**config.mk**
```make
export PLATFORM = sky130hd
export DESIGN_NAME = debug_unit
export DESIGN_NICKNAME = d
export VERILOG_FILES = /design/src/rtl/debug_unit_pkg.sv /design/src/rtl/debug_unit_tx_serializer.sv /design/src/rtl/debug_unit.sv
export SDC_FILE = /design/constraint.sdc
export NUM_CORES = 1
export LEC_CHECK = 0
export CAP_MARGIN = 20
export CORE_MARGIN = 2
export CORE_UTILIZATION = 40
export DETAILED_ROUTE_END_ITERATION = 12
export PLACE_DENSITY = 0.77
export SLEW_MARGIN = 20
export SYNTH_ARGS = -nofsm -noshare
export SYNTH_HDL_FRONTEND = slang
export SYNTH_SLANG_ARGS = --single-unit
```
**constraint.sdc**
```tcl
create_clock -name i_clk -period 1.93 [get_ports i_clk]
set_input_delay 0.386 -clock i_clk [delete_from_list [all_inputs] [get_ports i_clk]]
set_output_delay 0.386 -clock i_clk [all_outputs]
set_load 0.1 [all_outputs]
```
**src/rtl/debug_unit_pkg.sv**
```systemverilog
// Shared definitions for the UART debug unit: command codes, FSM states, report sizing.
// Optional feature macro: DEBUG_CYCLE_COUNT_EN (appends a 32-bit enable-cycle count to the report).
package debug_unit_pkg;

  typedef enum logic [2:0] {
    ST_IDLE      = 3'd0,
    ST_LOAD      = 3'd1,
    ST_WRITE     = 3'd2,
    ST_RUN       = 3'd3,
    ST_STEP      = 3'd4,
    ST_SEND      = 3'd5,
    ST_SEND_WAIT = 3'd6
  } state_e;

  localparam logic [7:0] CMD_LOAD = 8'h4C;
  localparam logic [7:0] CMD_RUN  = 8'h43;
  localparam logic [7:0] CMD_STEP = 8'h53;
  localparam logic [7:0] CMD_NEXT = 8'h4E;
  localparam logic [7:0] CMD_EXIT = 8'h45;

  localparam int CYC_CNT_W = 32;
`ifdef DEBUG_CYCLE_COUNT_EN
  localparam int CYC_CNT_BYTES = 4;
`else
  localparam int CYC_CNT_BYTES = 0;
`endif
  localparam int REPORT_BYTES = 8 + CYC_CNT_BYTES;

endpackage

```
**src/rtl/debug_unit_tx_serializer.sv**
```systemverilog
// Report serializer: captures a snapshot and emits it MSB-first, one byte per tx_start,
// advancing on tx_done and stopping (no wrap) at the last byte.
module debug_tx_serializer #(
  parameter int BYTE_SZ = 8,
  parameter int N_BYTES = 8
) (
  input  logic                       i_clk,
  input  logic                       i_reset,
  input  logic                       i_load,
  input  logic [N_BYTES*BYTE_SZ-1:0] i_snapshot,
  input  logic                       i_start,
  input  logic                       i_tx_done,
  output logic [BYTE_SZ-1:0]         o_tx_data,
  output logic                       o_tx_start,
  output logic                       o_busy,
  output logic                       o_last
);

  localparam int SNAP_W = N_BYTES * BYTE_SZ;
  localparam int CNT_W  = (N_BYTES > 1) ? $clog2(N_BYTES) : 1;

  logic [SNAP_W-1:0]  shift_r;
  logic [CNT_W-1:0]   cnt_r;
  logic               busy_r;
  logic [BYTE_SZ-1:0] tx_data_r;
  logic               tx_start_r;

  assign o_last     = (cnt_r == CNT_W'(N_BYTES - 1));
  assign o_busy     = busy_r;
  assign o_tx_data  = tx_data_r;
  assign o_tx_start = tx_start_r;

  // Snapshot shift register and byte counter
  always_ff @(posedge i_clk or negedge i_reset) begin
    if (!i_reset) begin
      shift_r <= {SNAP_W{1'b0}};
      cnt_r   <= {CNT_W{1'b0}};
      busy_r  <= 1'b0;
    end else if (i_load) begin
      shift_r <= i_snapshot;
      cnt_r   <= {CNT_W{1'b0}};
      busy_r  <= 1'b1;
    end else if (i_tx_done && busy_r) begin
      if (o_last) begin
        busy_r <= 1'b0;
      end else begin
        shift_r <= {shift_r[SNAP_W-BYTE_SZ-1:0], {BYTE_SZ{1'b0}}};
        cnt_r   <= cnt_r + {{(CNT_W-1){1'b0}}, 1'b1};
      end
    end
  end

  // Registered byte output and one-cycle start pulse
  always_ff @(posedge i_clk or negedge i_reset) begin
    if (!i_reset) begin
      tx_data_r  <= {BYTE_SZ{1'b0}};
      tx_start_r <= 1'b0;
    end else begin
      tx_start_r <= i_start;
      if (i_start) begin
        tx_data_r <= shift_r[SNAP_W-1 -: BYTE_SZ];
      end
    end
  end

endmodule

```
**src/rtl/debug_unit.sv**
```systemverilog
// UART debug controller: loads program words, gates pipeline enable (run/step) and sends
// PC + data reports. Optional DEBUG_CYCLE_COUNT_EN adds an enable-cycle counter to the report.
module debug_unit
  import debug_unit_pkg::*;
#(
  parameter int                 INST_SZ   = 32,
  parameter int                 PC_SZ     = 32,
  parameter int                 BYTE_SZ   = 8,
  parameter logic [INST_SZ-1:0] HALT_WORD = 32'hFFFF_FFFF
) (
  input  logic               i_clk,
  input  logic               i_reset,
  input  logic [BYTE_SZ-1:0] i_rx_data,
  input  logic               i_rx_done,
  input  logic               i_tx_done,
  input  logic [PC_SZ-1:0]   i_pc,
  input  logic [INST_SZ-1:0] i_data,
  input  logic               i_halt,
  output logic               o_write,
  output logic [INST_SZ-1:0] o_instruction,
  output logic               o_enable,
  output logic [BYTE_SZ-1:0] o_tx_data,
  output logic               o_tx_start,
  output logic [2:0]         o_state
);

  localparam int WORD_BYTES = INST_SZ / BYTE_SZ;
  localparam int BCNT_W     = (WORD_BYTES > 1) ? $clog2(WORD_BYTES) : 1;
  localparam int RPT_BYTES  = (PC_SZ + INST_SZ) / BYTE_SZ + CYC_CNT_BYTES;
  localparam int SNAP_W     = RPT_BYTES * BYTE_SZ;

  state_e              state_r, state_s;
  logic [BCNT_W-1:0]   byte_cnt_r;
  logic [INST_SZ-1:0]  word_r, instr_r, word_next_s;
  logic                write_r, enable_r;
  logic                step_mode_r, step_pend_r, send_first_r;
  logic                word_clr_s, word_shift_s, enable_s, step_go_s;
  logic                step_set_s, step_clr_s, cyc_clr_s;
  logic                ser_load_s, ser_start_s, ser_tx_done_s, ser_busy_s, ser_last_s;
  logic [SNAP_W-1:0]   snapshot_s;

  assign word_next_s   = {word_r[INST_SZ-BYTE_SZ-1:0], i_rx_data};
  assign ser_tx_done_s = (state_r == ST_SEND_WAIT) && i_tx_done && ser_busy_s;
  assign o_write       = write_r;
  assign o_instruction = instr_r;
  assign o_enable      = enable_r;
  assign o_state       = state_r;

  // FSM state register
  always_ff @(posedge i_clk or negedge i_reset) begin
    if (!i_reset) begin
      state_r <= ST_IDLE;
    end else begin
      state_r <= state_s;
    end
  end

  // Next-state and control strobes
  always_comb begin
    state_s      = state_r;
    word_clr_s   = 1'b0;
    word_shift_s = 1'b0;
    step_go_s    = 1'b0;
    step_set_s   = 1'b0;
    step_clr_s   = 1'b0;
    cyc_clr_s    = 1'b0;
    ser_load_s   = 1'b0;
    ser_start_s  = 1'b0;
    case (state_r)
      ST_IDLE: begin
        if (i_rx_done) begin
          case (i_rx_data)
            CMD_LOAD: begin
              state_s    = ST_LOAD;
              word_clr_s = 1'b1;
            end
            CMD_RUN: begin
              state_s    = i_halt ? ST_SEND : ST_RUN;
              cyc_clr_s  = 1'b1;
              step_clr_s = 1'b1;
            end
            CMD_STEP: begin
              state_s    = ST_STEP;
              cyc_clr_s  = 1'b1;
              step_set_s = 1'b1;
            end
            default: state_s = ST_IDLE;
          endcase
        end else begin
          state_s = ST_IDLE;
        end
      end
      ST_LOAD: begin
        if (i_rx_done) begin
          word_shift_s = 1'b1;
          state_s      = (byte_cnt_r == BCNT_W'(WORD_BYTES - 1)) ? ST_WRITE : ST_LOAD;
        end else begin
          state_s = ST_LOAD;
        end
      end
      ST_WRITE: begin
        state_s = (instr_r == HALT_WORD) ? ST_IDLE : ST_LOAD;
      end
      ST_RUN: begin
        state_s = i_halt ? ST_SEND : ST_RUN;
      end
      ST_STEP: begin
        // A step enables for the one cycle flagged by step_pend_r, then reports
        if (step_pend_r) begin
          state_s = ST_SEND;
        end else if (i_rx_done) begin
          case (i_rx_data)
            CMD_NEXT: begin
              if (i_halt) begin
                state_s = ST_SEND;
              end else begin
                step_go_s = 1'b1;
              end
            end
            CMD_EXIT: begin
              state_s    = ST_IDLE;
              step_clr_s = 1'b1;
            end
            default: state_s = ST_STEP;
          endcase
        end else begin
          state_s = ST_STEP;
        end
      end
      ST_SEND: begin
        // First SEND cycle captures the snapshot; later visits launch the current byte
        if (send_first_r) begin
          ser_load_s = 1'b1;
        end else begin
          ser_start_s = 1'b1;
          state_s     = ST_SEND_WAIT;
        end
      end
      ST_SEND_WAIT: begin
        if (ser_tx_done_s) begin
          if (ser_last_s) begin
            state_s = step_mode_r ? ST_STEP : ST_IDLE;
          end else begin
            state_s = ST_SEND;
          end
        end else begin
          state_s = ST_SEND_WAIT;
        end
      end
      default: state_s = ST_IDLE;
    endcase
    enable_s = (state_s == ST_RUN) || step_go_s;
  end

  // Program word assembly, MSB-first
  always_ff @(posedge i_clk or negedge i_reset) begin
    if (!i_reset) begin
      byte_cnt_r <= {BCNT_W{1'b0}};
      word_r     <= {INST_SZ{1'b0}};
      instr_r    <= {INST_SZ{1'b0}};
    end else if (word_clr_s) begin
      byte_cnt_r <= {BCNT_W{1'b0}};
      word_r     <= {INST_SZ{1'b0}};
    end else if (word_shift_s) begin
      word_r <= word_next_s;
      if (byte_cnt_r == BCNT_W'(WORD_BYTES - 1)) begin
        byte_cnt_r <= {BCNT_W{1'b0}};
        instr_r    <= word_next_s;
      end else begin
        byte_cnt_r <= byte_cnt_r + {{(BCNT_W-1){1'b0}}, 1'b1};
      end
    end
  end

  // Mode flags and registered pipeline controls
  always_ff @(posedge i_clk or negedge i_reset) begin
    if (!i_reset) begin
      step_mode_r  <= 1'b0;
      step_pend_r  <= 1'b0;
      send_first_r <= 1'b0;
      write_r      <= 1'b0;
      enable_r     <= 1'b0;
    end else begin
      if (step_set_s) begin
        step_mode_r <= 1'b1;
      end else if (step_clr_s) begin
        step_mode_r <= 1'b0;
      end
      step_pend_r  <= step_go_s;
      send_first_r <= (state_s == ST_SEND) && (state_r != ST_SEND) && (state_r != ST_SEND_WAIT);
      write_r      <= (state_s == ST_WRITE);
      enable_r     <= enable_s;
    end
  end

`ifdef DEBUG_CYCLE_COUNT_EN
  logic [CYC_CNT_W-1:0] cyc_cnt_r;

  // Saturating count of enabled cycles
  always_ff @(posedge i_clk or negedge i_reset) begin
    if (!i_reset) begin
      cyc_cnt_r <= {CYC_CNT_W{1'b0}};
    end else if (cyc_clr_s) begin
      cyc_cnt_r <= {CYC_CNT_W{1'b0}};
    end else if (enable_r && (cyc_cnt_r != {CYC_CNT_W{1'b1}})) begin
      cyc_cnt_r <= cyc_cnt_r + {{(CYC_CNT_W-1){1'b0}}, 1'b1};
    end
  end

  assign snapshot_s = {i_pc, i_data, cyc_cnt_r};
`else
  assign snapshot_s = {i_pc, i_data};
`endif

  debug_tx_serializer #(
    .BYTE_SZ (BYTE_SZ),
    .N_BYTES (RPT_BYTES)
  ) u_tx_ser (
    .i_clk      (i_clk),
    .i_reset    (i_reset),
    .i_load     (ser_load_s),
    .i_snapshot (snapshot_s),
    .i_start    (ser_start_s),
    .i_tx_done  (ser_tx_done_s),
    .o_tx_data  (o_tx_data),
    .o_tx_start (o_tx_start),
    .o_busy     (ser_busy_s),
    .o_last     (ser_last_s)
  );

endmodule
```
Word-level counts from Yosys, hierarchy flattened
Cells that the tools add are included.
- magnitude comparators: 0
- divide/modulo/power cells: 0
- eq/ne operators: 20
- reductions and logical operators: 14
- shift operators: 0
- add/subtract/negate cells: 2
- bitwise operators: 1
- multiplexer cells: 54
- $mul: 0
- operators with widths (cell ; number):
    2-to-1 mux 64 bit ; 3
    2-to-1 mux 24 bit ; 2
    == test 8 x 7 -> 1 bit, second input constant ; 5
    2-to-1 mux 3 bit ; 12
    == test 32 bit, second input constant ; 1
    2-to-1 mux 1 bit ; 28
    one-hot mux 3 bit (7 select lines) ; 1
    == test 3 bit, second input constant ; 5
    == test 3 x 2 -> 1 bit, second input constant ; 4
    2-to-1 mux 2 bit ; 5
    one-hot mux 3 bit (3 select lines) ; 1
    nonzero test 2 bit ; 4
    inequality test 3 bit, second input constant ; 2
    one-hot mux 3 bit (2 select lines) ; 1
    logical AND 1 bit ; 5
    AND reduction 2 bit ; 2
    adder 3 x 1 -> 3 bit, second input constant ; 1
    == test 3 x 1 -> 1 bit, second input constant ; 1
    logical NOT 3 bit ; 1
    AND reduction 3 bit ; 1
    adder 2 x 1 -> 2 bit, second input constant ; 1
    == test 2 bit, second input constant ; 1
    inequality test 2 bit, second input constant ; 1
    one-hot mux 1 bit (2 select lines) ; 1
    2 further kinds ; 2
- output and inout bits: 46
- register bits after elaboration: 143
- memories: 0
- bits in read-only memories: 0
- RAM bits: 0
- input port bits: 77
- latch bits: 0
- logic and storage cells: 105

Logic depth before layout (Yosys ltp)
Gate-level depths: netlist of the first run.
- depth after elaboration: 8
- mapped depth: 8
- mapped depth without buffers: 6

Hierarchy
Synthesis of the first run repeated with hierarchy kept, for this count alone.
- cell total of the unflattened synthesis: 582
- area total of the unflattened synthesis: 6343.6 um^2
- by module, submodules not included (module ; instances ; cells an instance ; seq. area each (um^2) ; area an instance (um^2)):
    debug_tx_serializer ; 1 ; 376 ; 1926.8 ; 3484.6
    debug_unit ; 1 ; 206 ; 1651.6 ; 2859.0

Worst setup path before layout of the first run
No wires, ideal clock.
- path type: register to register
- from: register state_r[0], in the netlist o_state[0]
- to: register send_first_r
- data required time: 1809 ps
- slack: -651 ps
- stages on the path, launching flop included: 7
- buffers on the path: 1
- data arrival time: 2460 ps
- cell sequence: dfrtp_1 -> buf_4 -> nand3b_2 -> nor3_2 -> a2111o_1 -> or4b_4 -> and4b_1
- longest elaborated chain between the ends: 8
- elaborated cells on any way between the ends: 21
- ends and longest elaborated chain (element ; RTL line ; source):
    from (decl) ; debug_unit.sv:32 ; state_e state_r, state_s;
    from (signal assigned) ; debug_unit.sv:54 ; state_r <= state_s;
    2-to-1 mux 3 bit or == test 3 bit (tied branches) ; debug_unit.sv:114, debug_unit.sv:43, debug_unit.sv:69 ;
    one-hot mux 3 bit (2 select lines) or logical AND 1 bit (tied branches) ; debug_unit.sv:112, debug_unit.sv:43 ;
    2-to-1 mux 3 bit or logical AND 1 bit (tied branches) ; debug_unit.sv:111, debug_unit.sv:43 ;
    2-to-1 mux 3 bit, on equally long branches ; debug_unit.sv:109, debug_unit.sv:140 ;
    one-hot mux 3 bit (7 select lines) * ; debug_unit.sv:69 ; case (state_r)
    net state_s[0] ; debug_unit.sv:32 ;
    == test 3 bit * ; debug_unit.sv:190 ; send_first_r <= (state_s == ST_SEND) && (state_r != ST_SEND) && (state_r != ST_SEND_WAIT);
    logical AND 1 bit * (2 in series) ; debug_unit.sv:190 ;
    to (signal assigned) ; debug_unit.sv:190 ;
    to (decl) ; debug_unit.sv:36 ; logic step_mode_r, step_pend_r, send_first_r;
The timed path passes the listed nets; every way through them passes the cells marked *.
A chain may end at the register's enable or synchronous reset.

Worst setup path after layout of the first run
- from: input port i_rx_data[1]
- to: register send_first_r
- longest elaborated chain between the ends: 8
- elaborated cells on any way between the ends: 14
- ends and longest elaborated chain (element ; RTL line ; source):
    from (decl) ; debug_unit.sv:13 ; input logic [BYTE_SZ-1:0] i_rx_data,
    == test 8 x 7 -> 1 bit ; debug_unit.sv:112 ; case (i_rx_data)
    one-hot mux 3 bit (2 select lines) ; debug_unit.sv:112 ;
    2-to-1 mux 3 bit ; debug_unit.sv:111 ; end else if (i_rx_done) begin
    2-to-1 mux 3 bit ; debug_unit.sv:109 ; if (step_pend_r) begin
    one-hot mux 3 bit (7 select lines) * ; debug_unit.sv:69 ;
    net state_s[2] ; debug_unit.sv:32 ;
    == test 3 bit * ; debug_unit.sv:190 ;
    logical AND 1 bit * (2 in series) ; debug_unit.sv:190 ;
Marked as above.

==> results of run 1 <==
## sequential cells by signal, indices dropped and copies added (netlist names), 2 cells and up
register and cells:
u_tx_ser.shift_r 64, o_state 3, o_instruction 32, u_tx_ser.o_tx_data 8, u_tx_ser.cnt_r 3, byte_cnt_r 2
word_r 24
## power by group
group / internal (mW) / switching [mW] / total (mW)
registers: 3.78 / 0.559 / 4.34
clock network: 2.07 / 1.28 / 3.35
logic: 1.08 / 2.14 / 3.21
## layout make-up
type	count	area share, %
clock buffer	19	5.16
multi-input combinational	367	26.9
tap	184	2.68
timing repair buffer	181	20.9
sequential	143	42.3
inverter	3	0.131
clock inverter	13	1.89
## how the worst min path moves through the flow
| stage | startpoint | to | slack, ns | cells after the start |
|---|---|---|---|---|
| finish | i_reset | o_instruction[27] | 0.47 | 2 |
| global route | i_reset | o_instruction[27] | 0.50 | 2 |
| CTS | i_rx_data[3] | o_instruction[3] | 0.47 | 2 |
| detailed placement | i_reset | o_write | 0.35 | 1 |
| global placement | i_reset | o_write | 0.34 | 1 |
| floorplan | i_reset | byte_cnt_r[0] | 0.09 | 0 |
## what timing repair did
item / in CTS / in global routing
hold buffers: 1 / 0
hold endpoints to repair: 41 / 0
pin swaps: 0 / 2
endpoints found under the setup margin: 2 / 73
resized for setup: 3 / 10
buffers inserted: 1 / 2
## cell usage in the layout (no fill, tap or decap), types with 3 or more instances in the layout
cell type | synthesis | final
o21ai_0 | 26 | 26
dfrtp_1 | 143 | 108
nor4bb_1 | 4 | 3
nand4_1 | 11 | 11
buf_4 | 1 | 81
buf_6 | 1 | 4
inv_1 | 3 | 3
nor3_1 | 4 | 4
nor2_1 | 5 | 4
bufinv_16 | 0 | 3
buf_12 | 0 | 19
a21oi_1 | 3 | 3
dfrtp_4 | 0 | 3
clkinv_2 | 0 | 3
clkdlybuf4s50_1 | 0 | 74
a22oi_1 | 55 | 55
clkinvlp_4 | 0 | 3
nand2_1 | 175 | 174
a22o_1 | 10 | 10
clkbuf_16 | 0 | 17
mux2_2 | 40 | 40
dfrtp_2 | 0 | 32
## logic make-up (layout without fill, tap and decap cells)
| family | after synthesis | count (layout) |
|---|---|---|
| AND/OR/NAND/NOR | 222 | 222 |
| flip-flops | 143 | 143 |
| AO/OA/AOI/OAI | 101 | 101 |
| multiplexers | 40 | 40 |
| buffers and inverters | 37 | 216 |
| adder cells (fa/ha/maj) | 3 | 3 |
| XOR/XNOR | 1 | 1 |
## critical path: stages
cell             delay [ns]
clkdlybuf4s50_1        0.52
nor4b_4                0.40
nand4_1                0.19
nor4bb_1               0.19
a2111o_1               0.40
and4b_1                0.18
## Yosys cell counts, drive strengths merged
library cell  number
and4b              2
nor4bb             4
nand3b             2
dfrtp            143
a22oi             55
nand4b             1
nand2            175
nor3               6
nor2b              2
nor3b              1
nand3              1
nor4b              3
and2               1
nor4               3
a2111o             2
o21bai             1
or4b               1
a21o               1
nor2               5
o22ai              1
a21oi              3
and3b              1
nand4             11
o31ai              1
and4               1
inv                3
o21ai             27
ha                 3
a22o              10
buf               15
clkbuf            19
mux2              40
or3                2
xor2               1
## metal layers
metal | vias to the layer above | routed length (um) | share of wire, %
met5 | - | 0 | 0
li1 | 2254 | - | -
met3 | 26 | 1200 | 7.7
met1 | 2465 | 6110 | 39
met2 | 169 | 7990 | 51
met4 | 0 | 276 | 1.8
==> reports/metrics.cfg, run 1 <==
[pwr]
p_leak_nw=4.21
ir_drop_uv=869
power_density_mw_per_mm2=1270
power_mw=10.9

[floorplanning]
coreArea_mm2=0.0145
row_count=44
die_x_um=126
die_y_um=126
pin_count=123
die_area_mm2=0.0158
start_util_pct=40.9

[logic_synthesis]
synth_adder_area_share_pct=0.632
synth_top_cell_by_area=dfrtp_1
yosys_warnings=0
synthMuxAreaShare_pct=7.58
synth_area_mm2=0.00594
synth_top_area_share_pct=60.2
ys_seq_area_share_pct=60.2
avgSynthCellArea_um2=10.9
synth_xor_area_share_pct=0.147
synth_top_family_by_area=simple AND/OR/NAND/NOR gates
synth_compound_area_share_pct=11.8
ys_ff_latch=143
synth.area.top_cells=dfrtp_1 (60%), nand2_1 (11%), mux2_2 (7.6%)
netlist_instances=547
yosys.area_share.simple_pct=16.9
yosys.cell_types.count=42
synth_fp_nets=627

[setup_path]
worstPathArrival_ns=2.28
crit_required_ns=2.23
crit_start=i_rx_data[1]
crit_path_start_kind=input pin
crit_path_max_fanout=4
cp-endpoint=send_first_r
r2r_slack_ns=-0.01
end_kind=flop
reg2reg_from=o_state[2]
critical_path_class=in2reg
rr_worst_depth=5
r2r_end=send_first_r

[routing]
vias=4914
ant_nets=0
wl_per_cell_um=17.1
first_pass_iters=4
remaining_drc_errors=0
viasPerCell=5.40
routed_wl_um=15600
first_iter_violations=374

[run_status]
violations=setup timing
status=complete, but fails checks

[global_routing]
first_global_vias=5046
top_usage_layer=met2
antenna_found_initial=0
met3_usage_pct=7.09
grtUsageTotal_pct=19.9
grt_pass1_wl_um=25100
grt_overflow=0
grt_max_degree=46
grt_util_met1_pct=24.1
met2_usage_pct=33.6

[timing]
min_period_ns=1.98
worst_pin_slew_ns=0.448
slew_violations=0
final-setup-viol-count=1
max_freq_mhz=505
skew_ns=0.00792
tns_ns=-0.0484
maxSlewHeadroom_pct=70.1
fin_crit_sh_pct=103
rsz0062_at_grt=yes
fin_hold_ws_ns=0.475
final-hold-violation-count=0
setup_ws_ns=-0.0484

[layout]
final_cells=910
area_growth_pct=44.6
fin_util_pct=59.1
diodes=0
register_area_mm2=0.00363
fillCellCount=1171
multi_input_area_mm2=0.00231
nets=793
drive_above_1_share_pct=31.3
final_area_mm2=0.00859

[run]
maxCapViolations=0

[clocking]
clk_latency_ns=0.42
cts_tree=done
clk_path_buf_depth=2
cts.clk_slew.worst_paths_ns=0.06
htreeDepth=4
cts.sinks=143
clockRootBuffer=clkbuf_16
numCtsBuffers=17

[placed_design]
io_buffers=122
dp_worst_setup_slack_ns=-0.434
dpl.hpwl_um=10900
gp_congestion=0.899
place_inst=874
place_area_mm2=0.00788

[min_path]
hold_path.class=in2async

Note: power is estimated with default switching activity, not from simulation.
==> run 2, diff against run 1 <==
--- a/config.mk
+++ b/config.mk
@@ -9,7 +9,9 @@
 export CORE_MARGIN = 2
 export CORE_UTILIZATION = 40
 export DETAILED_ROUTE_END_ITERATION = 12
+export GPL_TIMING_DRIVEN = 0
 export PLACE_DENSITY = 0.77
+export SKIP_LAST_GASP = 1
 export SLEW_MARGIN = 20
 export SYNTH_ARGS = -nofsm -noshare
 export SYNTH_HDL_FRONTEND = slang
==> reports/metrics.cfg, run 2 (synthesis gave the netlist of run 1 again) <==
[run_status]
status=complete, but fails checks
violations=setup timing

[timing]
final-hold-violation-count=0  ; unchanged
maxSlewHeadroom_pct=63.1  ; -7.0 points
skew_ns=0.0103  ; +0.00237 ns
fin_hold_ws_ns=0.430  ; -0.0444 ns
max_freq_mhz=490  ; -3.0%
final-setup-viol-count=5  ; +4
worst_pin_slew_ns=0.556  ; +0.108 ns
setup_ws_ns=-0.110  ; -0.0619 ns
rsz0062_at_grt=yes
slew_violations=0  ; unchanged
min_period_ns=2.04  ; +0.0619 ns
fin_crit_sh_pct=106  ; +3.2 points

[setup_path]
crit_path_max_fanout=9  ; +5
cpMaxStageDelayCell=clkdlybuf4s50_1
critical_path_class=in2reg
crit_required_ns=2.23  ; about the same
worstPathArrival_ns=2.35  ; +0.07 ns
crit_path_start_kind=input pin
crit_family=simple AND/OR/NAND/NOR gates
critical_path_buf_inv_count=2  ; +1
slowest_delay_ns=0.64  ; +0.12 ns
crit_chain=clkdlybuf4s50_1 > nor4b_4 > and4b_1 > buf_6 > o21bai_1 > or4b_4 > and4b_1
end_kind=flop
path_common_cell=and4b_1

[floorplanning]
start_util_pct=40.9  ; unchanged
coreArea_mm2=0.0145  ; unchanged
die_x_um=126  ; unchanged
die_area_mm2=0.0158  ; unchanged
row_count=44  ; unchanged
die_y_um=126  ; unchanged
pin_count=123  ; unchanged

[routing]
vias=4832  ; -1.7%
ant_nets=0  ; unchanged
viasPerCell=5.36  ; -0.69%
remaining_drc_errors=0  ; unchanged
first_pass_iters=5  ; +1
first_iter_violations=370  ; -1.1%
wl_per_cell_um=17.2  ; +0.38%
routed_wl_um=15500  ; -0.61%

[min_path]
hold_path.class=in2reg

[global_routing]
grtUsageTotal_pct=20.5  ; +0.59 points
grt_pass1_wl_um=25800  ; +2.5%
grt_max_degree=96  ; +110%
grt_overflow=0  ; unchanged
first_global_vias=5084  ; +0.75%
antenna_found_initial=0  ; unchanged

[placed_design]
dpl.hpwl_um=10800  ; -0.82%
io_buffers=122  ; unchanged
dp_worst_setup_slack_ns=-0.593  ; -0.158 ns
gp_congestion=0.878  ; -2.3%

[layout]
layout_common_cells=nand2_1 (173), dfrtp_1 (108), clkdlybuf4s50_1 (71)
nets=785  ; -1.0%
area_growth_pct=43.0
final_common_cell=nand2_1
diodes=0  ; unchanged
largest_register=u_tx_ser.shift_r
largest_reg_flops=64  ; unchanged
drive_above_1_share_pct=29.3  ; -2.0 points

[clocking]
clk_latency_ns=0.42  ; about the same
numCtsBuffers=17  ; unchanged
clk_path_buf_depth=2  ; unchanged
htreeDepth=4  ; unchanged
cts.sinks=143  ; unchanged
cts.clk_slew.worst_paths_ns=0.06  ; about the same
cts_tree=done
clockRootBuffer=clkbuf_16

[pwr]
ir_drop_uv=634  ; -27%
p_sw_mw=3.94  ; -0.82%
internal_power_mw=7.23  ; +4.4%
p_leak_nw=4.04  ; -4.0%
p_comb_share_pct=27.6  ; -1.9 points
p_sw_share_pct=35.3  ; -1.2 points
p_seq_share_pct=38.9  ; -0.9 points
power_density_mw_per_mm2=1320  ; +3.6%
power_frac_clock_pct=33.5  ; +2.8 points

[run]
maxCapViolations=0  ; unchanged

run 2: layout make-up:
type / count / area [um2]
Fill cell: 1209 / 6040
Clock buffer: 21 / 460
Buffer: 33 / 218
Timing Repair Buffer: 140 / 1440
Inverter: 3 / 11.3
Clock inverter: 10 / 210
Sequential cell: 143 / 3630
Multi-Input combinational cell: 367 / 2300
Tap cell: 184 / 230
run 2: worst reg2reg max path: stages (launching register included):
cell and delay, ns:
dfrtp_4 0.51, buf_8 0.14, nor2b_4 0.10, nand2_1 0.05, a2111o_1 0.41, or4b_4 0.49
and4b_1 0.20
run 2: power by group through the flow:
stage	registers, mW	logic [mW]	clock network [mW]
floorplan	5.60	0.815	0
global placement	4.33	2.98	0
detailed placement	4.36	3.06	0
CTS	4.34	3.09	3.78
global route	4.44	3.30	3.93
finish	4.35	3.09	3.74
run 2: metal layers:
layer  vias up  routed length [um]  global-route usage (%)
met2       200                7780                    35.0
met3        25                1160                    7.05
li1       2228                   -                       -
met5         -                   0                       0
met1      2379                6210                    24.4
met4         0                 320                    6.79
run 2: final timing paths:
kind / slack [ns] / endpoint / cells past startpoint / start
min in group asynchronous: 0.48 / word_r[20] / 2 / i_reset
hold / removal: 0.43 / word_r[0] / 3 / i_rx_data[0]
setup / recovery: -0.11 / send_first_r / 7 / i_rx_data[7]
hold reg to reg: 0.48 / u_tx_ser.shift_r[23] / 2 / u_tx_ser.shift_r[23]
max in group asynchronous: 0.67 / u_tx_ser.o_tx_data[1] / 3 / i_reset
setup reg to reg: -0.10 / send_first_r / 6 / o_state[1]
run 2: repair_timing:
action	4_1_cts	5_1_grt
hold endpoints to repair	48	0
pin swaps	6	3
gates resized for setup	155	25
hold buffers	1	0
endpoints found under the setup margin	131	95
buffers inserted	15	1
run 2: through the flow:
stage	instance area (um2)	std cells	setup TNS, ns	total power, mW	utilization [%]
6_report	8490	901	-0.191	11.2	58.4
5_1_grt	8490	901	-1.91	11.7	58.4
4_1_cts	8440	900	-0.137	11.2	58.1
3_5_place_dp	7560	854	-36.04	7.42	52.0
3_3_place_gp	7530	853	-754.13	7.31	51.8
2_1_floorplan	6070	547	-0.193	6.41	-
